`src/rtl/ibex_fpu_poly_seq_pkg.sv`:
```
// Shared types and constants for the FPU polynomial (Horner) sequencer.
package ibex_fpu_poly_seq_pkg;

    typedef enum logic [1:0] {
        FPU_SEQ_IDLE,
        FPU_SEQ_MUL,
        FPU_SEQ_ADD,
        FPU_SEQ_DONE
    } fpu_seq_state_e;

    typedef enum logic [1:0] {
        FPU_OP_ADD = 2'd0,
        FPU_OP_MUL = 2'd1
    } fpu_op_e;

    localparam logic [31:0] FPU_QNAN = 32'h7FC00000;

endpackage

```
`src/rtl/ibex_fpu_poly_seq_coef_rf.sv`:
```
// Coefficient table: flop array with one write port and two asynchronous read ports,
// cleared by the synchronous active-low reset.
module ibex_fpu_coef_rf #(
    parameter int unsigned Depth     = 8,
    parameter int unsigned DataWidth = 32,
    parameter int unsigned AddrWidth = 3
) (
    input  logic                 clk_i,
    input  logic                 rst_ni,
    input  logic                 we_i,
    input  logic [AddrWidth-1:0] waddr_i,
    input  logic [DataWidth-1:0] wdata_i,
    input  logic [AddrWidth-1:0] raddr_a_i,
    output logic [DataWidth-1:0] rdata_a_o,
    input  logic [AddrWidth-1:0] raddr_b_i,
    output logic [DataWidth-1:0] rdata_b_o
);

    logic [Depth-1:0][DataWidth-1:0] mem_q, mem_d;

    always_comb begin
        mem_d = mem_q;
        if (we_i) begin
            mem_d[waddr_i] = wdata_i;
        end
    end

    always_ff @(posedge clk_i) begin
        if (!rst_ni) begin
            mem_q <= '0;
        end else begin
            mem_q <= mem_d;
        end
    end

    assign rdata_a_o = mem_q[raddr_a_i];
    assign rdata_b_o = mem_q[raddr_b_i];

endmodule

```
`src/rtl/ibex_fpu_poly_seq.sv`:
```
// Horner-evaluation sequencer that drives an external FPU with alternating MUL/ADD ops.
// Define IBEX_FPU_SEQ_EARLY_EXIT_EN to abort an evaluation on the first invalid FPU result.
module ibex_fpu_poly_seq
    import ibex_fpu_poly_seq_pkg::*;
#(
    parameter int unsigned MaxDegree = 7,
    parameter int unsigned DataWidth = 32,
    localparam int unsigned AW = $clog2(MaxDegree + 1)
) (
    input  logic                 clk_i,
    input  logic                 rst_ni,
    input  logic                 coef_we_i,
    input  logic [AW-1:0]        coef_addr_i,
    input  logic [DataWidth-1:0] coef_wdata_i,
    input  logic                 req_valid_i,
    output logic                 req_ready_o,
    input  logic [DataWidth-1:0] req_x_i,
    input  logic [AW-1:0]        req_degree_i,
    output logic                 rsp_valid_o,
    input  logic                 rsp_ready_i,
    output logic [DataWidth-1:0] rsp_result_o,
    output logic [2:0]           rsp_flags_o,
    output logic                 fpu_en_o,
    output fpu_op_e              fpu_operator_o,
    output logic [DataWidth-1:0] fpu_operand_a_o,
    output logic [DataWidth-1:0] fpu_operand_b_o,
    input  logic [DataWidth-1:0] fpu_result_i,
    input  logic                 fpu_valid_i,
    input  logic                 fpu_overflow_i,
    input  logic                 fpu_underflow_i,
    input  logic                 fpu_invalid_i
);

    localparam logic [AW:0] MaxDegExt = (AW + 1)'(MaxDegree);

    fpu_seq_state_e       state_q, state_d;
    logic [DataWidth-1:0] acc_q, acc_d, x_q, x_d;
    logic [AW-1:0]        k_q, k_d;
    logic [2:0]           flags_q, flags_d;
    logic                 fpu_en_q, fpu_en_d;
    fpu_op_e              fpu_op_q, fpu_op_d;
    logic [DataWidth-1:0] opa_q, opa_d, opb_q, opb_d;
    logic                 rsp_valid_q, rsp_valid_d;
    logic [DataWidth-1:0] rsp_result_q, rsp_result_d;
    logic [2:0]           rsp_flags_q, rsp_flags_d;

    logic                 req_fire, coef_we, early_exit;
    logic [2:0]           fpu_flags;
    logic [DataWidth-1:0] coef_deg, coef_k;

    assign req_ready_o = (state_q == FPU_SEQ_IDLE) && !coef_we_i;
    assign req_fire    = req_valid_i && req_ready_o;
    assign coef_we     = coef_we_i && (state_q == FPU_SEQ_IDLE || state_q == FPU_SEQ_DONE);
    assign fpu_flags   = {fpu_invalid_i, fpu_overflow_i, fpu_underflow_i};

`ifdef IBEX_FPU_SEQ_EARLY_EXIT_EN
    assign early_exit = fpu_invalid_i;
`else
    assign early_exit = 1'b0;
`endif

    // Port B is addressed with the next k so the ADD operand is ready as that state is entered.
    ibex_fpu_coef_rf #(
        .Depth    (MaxDegree + 1),
        .DataWidth(DataWidth),
        .AddrWidth(AW)
    ) u_coef_rf (
        .clk_i    (clk_i),
        .rst_ni   (rst_ni),
        .we_i     (coef_we),
        .waddr_i  (coef_addr_i),
        .wdata_i  (coef_wdata_i),
        .raddr_a_i(req_degree_i),
        .rdata_a_o(coef_deg),
        .raddr_b_i(k_d),
        .rdata_b_o(coef_k)
    );

    always_comb begin
        state_d = state_q;
        acc_d   = acc_q;
        x_d     = x_q;
        k_d     = k_q;
        flags_d = flags_q;
        case (state_q)
            FPU_SEQ_IDLE: begin
                if (req_fire) begin
                    x_d     = req_x_i;
                    acc_d   = coef_deg;
                    k_d     = req_degree_i - AW'(1);
                    flags_d = '0;
                    if ({1'b0, req_degree_i} > MaxDegExt) begin
                        acc_d   = FPU_QNAN;
                        flags_d = 3'b100;
                        state_d = FPU_SEQ_DONE;
                    end else if (req_degree_i == '0) begin
                        state_d = FPU_SEQ_DONE;
                    end else begin
                        state_d = FPU_SEQ_MUL;
                    end
                end
            end
            FPU_SEQ_MUL, FPU_SEQ_ADD: begin
                if (fpu_valid_i) begin
                    acc_d   = fpu_result_i;
                    flags_d = flags_q | fpu_flags;
                    if (early_exit) begin
                        acc_d   = FPU_QNAN;
                        state_d = FPU_SEQ_DONE;
                    end else if (state_q == FPU_SEQ_MUL) begin
                        state_d = FPU_SEQ_ADD;
                    end else if (k_q == '0) begin
                        state_d = FPU_SEQ_DONE;
                    end else begin
                        k_d     = k_q - AW'(1);
                        state_d = FPU_SEQ_MUL;
                    end
                end
            end
            FPU_SEQ_DONE: begin
                if (rsp_ready_i) begin
                    state_d = FPU_SEQ_IDLE;
                end
            end
            default: state_d = FPU_SEQ_IDLE;
        endcase
    end

    // Outputs are derived from the next state so they appear registered with no extra cycle.
    always_comb begin
        fpu_en_d     = (state_d == FPU_SEQ_MUL) || (state_d == FPU_SEQ_ADD);
        fpu_op_d     = (state_d == FPU_SEQ_MUL) ? FPU_OP_MUL : FPU_OP_ADD;
        opa_d        = fpu_en_d ? acc_d : '0;
        opb_d        = '0;
        if (state_d == FPU_SEQ_MUL) begin
            opb_d = x_d;
        end else if (state_d == FPU_SEQ_ADD) begin
            opb_d = coef_k;
        end
        rsp_valid_d  = (state_d == FPU_SEQ_DONE);
        rsp_result_d = rsp_valid_d ? acc_d : '0;
        rsp_flags_d  = rsp_valid_d ? flags_d : '0;
    end

    always_ff @(posedge clk_i) begin
        if (!rst_ni) begin
            state_q      <= FPU_SEQ_IDLE;
            acc_q        <= '0;
            x_q          <= '0;
            k_q          <= '0;
            flags_q      <= '0;
            fpu_en_q     <= 1'b0;
            fpu_op_q     <= FPU_OP_ADD;
            opa_q        <= '0;
            opb_q        <= '0;
            rsp_valid_q  <= 1'b0;
            rsp_result_q <= '0;
            rsp_flags_q  <= '0;
        end else begin
            state_q      <= state_d;
            acc_q        <= acc_d;
            x_q          <= x_d;
            k_q          <= k_d;
            flags_q      <= flags_d;
            fpu_en_q     <= fpu_en_d;
            fpu_op_q     <= fpu_op_d;
            opa_q        <= opa_d;
            opb_q        <= opb_d;
            rsp_valid_q  <= rsp_valid_d;
            rsp_result_q <= rsp_result_d;
            rsp_flags_q  <= rsp_flags_d;
        end
    end

    assign fpu_en_o        = fpu_en_q;
    assign fpu_operator_o  = fpu_op_q;
    assign fpu_operand_a_o = opa_q;
    assign fpu_operand_b_o = opb_q;
    assign rsp_valid_o     = rsp_valid_q;
    assign rsp_result_o    = rsp_result_q;
    assign rsp_flags_o     = rsp_flags_q;

endmodule

```
`config.mk`:
```
export PLATFORM = sky130hd
export DESIGN_NAME = ibex_fpu_poly_seq
export DESIGN_NICKNAME = d
export VERILOG_FILES = /design/src/rtl/ibex_fpu_poly_seq_pkg.sv /design/src/rtl/ibex_fpu_poly_seq_coef_rf.sv /design/src/rtl/ibex_fpu_poly_seq.sv
export SDC_FILE = /design/constraint.sdc
export NUM_CORES = 1
export LEC_CHECK = 0
export CAP_MARGIN = 20
export CORE_ASPECT_RATIO = 1.5
export CORE_MARGIN = 4
export CORE_UTILIZATION = 61
export DETAILED_ROUTE_END_ITERATION = 8
export GPL_TIMING_DRIVEN = 0
export MAX_ROUTING_LAYER = met4
export PLACE_DENSITY = 0.85
export SYNTH_ARGS = -nofsm -noshare
export SYNTH_HDL_FRONTEND = slang
export SYNTH_HIERARCHICAL = 1
export SYNTH_SLANG_ARGS = --single-unit
```
`constraint.sdc`:
```
create_clock -name clk_i -period 5.75 [get_ports clk_i]
set_input_delay 1.15 -clock clk_i [delete_from_list [all_inputs] [get_ports clk_i]]
set_output_delay 1.15 -clock clk_i [all_outputs]
set_load 0.02 [all_outputs]
```
==> impl_results.md <==
- Status: completed
- Crit share post-route: 75.00%
- Drt pass-1 iters: 9
- Post-CTS setup buffers: 0
- Clock skew: 0.03023 ns
- Overflow after GRT: 0
- Layout Nets: 2289
- Synth unique cells: 51
- Main combinational cell family by area after synthesis: multiplexers
- Placed Area: 22020 um2
- Top cell type's share of synthesized area: 43.71%
- Largest net degree at the start of global routing: 16
- Clock buffer depth: 3
- DRC Markers: 0
- Mux cell area share after synthesis: 21.24%
- Boundary Pins: 215
- Worst hold slack: 0.4564 ns
- Endpoints failing hold: 0
- Final worst slack: 1.438 ns
- Core area: 31830 um2
- PortBufs: 181
- CP endpoint kind: register
- Cell Pwr Density: 365.2 nW/um2
- Filler cells: 2189
- WL per Instance: 24.49 um
- Compound-cell area share of the yosys netlist: 13.00%
- Mapped Nets: 2065
- Setup violators final: 0
- Count of warnings emitted by yosys: 6
- Crit-path max cell delay: 0.89 ns
- CTS tree: built
- Worst-margin pin slew: 1.145 ns
- Overall global routing resource usage: 36.43%
- Top post-synthesis cells by area: dfxtp_1, nand2_1, a21boi_1
- FFs w/ async S/R, synth: 0%
- Slew headroom: 23.66%
- Post-synth EDFFs: 0
- DIE AREA: 35290 um2
- WS Path Type: input port to register
- DR vias/cell: 6.448
- Mapped Cells: 1943
- Die Height: 228.1 um
- Worst-path fanout max: 10
- Hpwl dp: 44530 um
- Post_cts resized: 0
- Worst path cell trace: clkdlybuf4s50_1 > and3b_1 > buf_6 > buf_6 > nor3b_2 > a21oi_1 > nand2_1 > buf_1 > buf_1 > mux2_2 > nand2_1 > o21ai_0
- Req. time, crit path: 6.18 ns
- Synth cell count leaders: nand2_1, dfxtp_1, a21boi_1, buf_2, clkbuf_1
- Post-route ant nets: 0
- RD Place Congestion: 0.9631
- Dpl ws: 1.042 ns
- Clock sink count: 430
- Max VDD drop: 0.0002575 V
- Flops & latches, synth: 430
- Highest clock rate: 231.9 MHz
- Lkg Pwr: 0.008809 uW
- Min-Delay Path Class: register to register
- Clock-pin slew on the worst setup and hold paths: 0.06 ns
- Most common cell in the netlist: nand2_1
- Prevailing post-synth register cell: dfxtp_1
- Max-cap viol count: 0
- Layout cells sized above 1: 14.42%
- Initial core utilization: 61.87%
- Vias in the first global route: 17300
- Clock Latency Late Sink: 0.55 ns
- Syn Std Cell Area: 19700 um2
- Rows: 80
- Startpoint types: input port
- Seq/Total Area, Yosys: 43.71%
- Buf/Inv on CP: 5
- CTS buffer count: 41
- Max Slew Vio Count: 0
- H-tree lvl count: 2
- Largest delay contributor family on the critical path: buffers and inverters
- Post-route design area: 23380 um2
- Mapped Avg Cell Area: 10.14 um2
- Root buffer cell: clkbuf_16
- RSZ-0062 raised after global routing: no
- First-pass GRT wire length: 96860 um
- Synth-to-layout area growth: 18.72%
- Post-Synth Simple-Gate Area: 15.68%
- Post-Synth XOR/XNOR Area: 0%
- Initial antenna violation count: 4
- Via count: 16810
- Post-layout min period: 4.312 ns
- WL final: 63850 um
- Total power: 8539 uW
- Detailed Route Iter0 Violations: 2040
- Worst EP arrival: 4.74 ns
- Adder-cell share of the synthesized area: 0.6988%
- Hold_buf cts: 0
- Area leader, netlist: dfxtp_1
- CP max stage cell: buf_1
- Die width: 154.7 um
- Setup TNS: 0 ns
-- placed cells by master, fill, tap and decap left out, types with 42 or more instances in the layout --
cell and n:
a21boi_1 242, buf_2 80, clkbuf_1 85, clkbuf_16 42, clkdlybuf4s50_1 181, dfxtp_1 430, mux2_2 55, mux4_1 60
mux4_2 68, nand2_1 549, nor2_1 68, nor2b_1 69
-- logic make-up (layout without fill, tap and decap cells) --
family | after synthesis | count (layout)
simple gates | 721 | 721
flops | 430 | 430
compound gates | 342 | 342
mux | 224 | 224
buf+inv | 214 | 463
fa+ha+maj | 11 | 11
other cells | 1 | 6
-- registers in the layout, indices dropped and copies added (netlist names), 3 cells and up --
signal	flops
flags_q	3
rsp_result_o	32
u_coef_rf/mem_q	256
k_q	3
rsp_flags_o	3
x_q	32
acc_q	32
fpu_operand_b_o	32
fpu_operand_a_o	32
-- worst register-to-register path: stages, from the launching register on --
cell and delay (ns):
dfxtp_1 0.39, inv_1 0.10, ha_1 0.43, and3b_1 0.22
buf_6 0.16, buf_6 0.20, nor3b_2 0.25, a21oi_1 0.11
nand2_1 0.07, buf_1 0.35, buf_1 0.89, mux2_2 0.43
nand2_1 0.13, o21ai_0 0.10
-- metal layers --
metal | GRT usage, % | share of wire [%]
met1 | 38.43 | 32
met2 | 60.85 | 49
met3 | 6.921 | 9.7
met4 | 25.66 | 9.0
met5 | - | 0
-- report_power, final --
group          switching (uW)  internal (uW)  total, uW
Clock                    1150           1600       2750
Sequential               99.7           3200       3300
Combinational            1510            986       2490
Total                    2750           5790       8540
-- metrics by stage --
stage	utilization, %	instances
floorplan	-	1943
global placement	69.18	2534
detailed placement	69.18	2534
CTS	73.42	2602
global route	73.44	2605
finish	73.46	2607
-- worst paths after layout --
kind,startpoint,end,slack (ns),cells after the start
worst min register to register,flags_q[2],flags_q[2],0.46,2
worst max-delay path,fpu_valid_i,fpu_operand_b_o[0],1.44,12
worst min-delay path,flags_q[2],flags_q[2],0.46,2
worst max register to register,state_q[1],fpu_operand_b_o[0],1.80,13
-- area by class of cell --
cell class                 count  area, um2  share of cell area (%)
tap                          410      513.0                   2.194
antenna                        5      12.51                 0.05351
sequential                   430       8608                   36.82
multi-input combinational   1299       9973                   42.65
buffer                       197       1050                   4.490
inverter                      17      63.81                  0.2729
timing repair buffer         181       1812                   7.748
clock inverter                12      176.4                  0.7545
clock buffer                  56       1174                   5.019
Power figures use the tool's default switching activity.
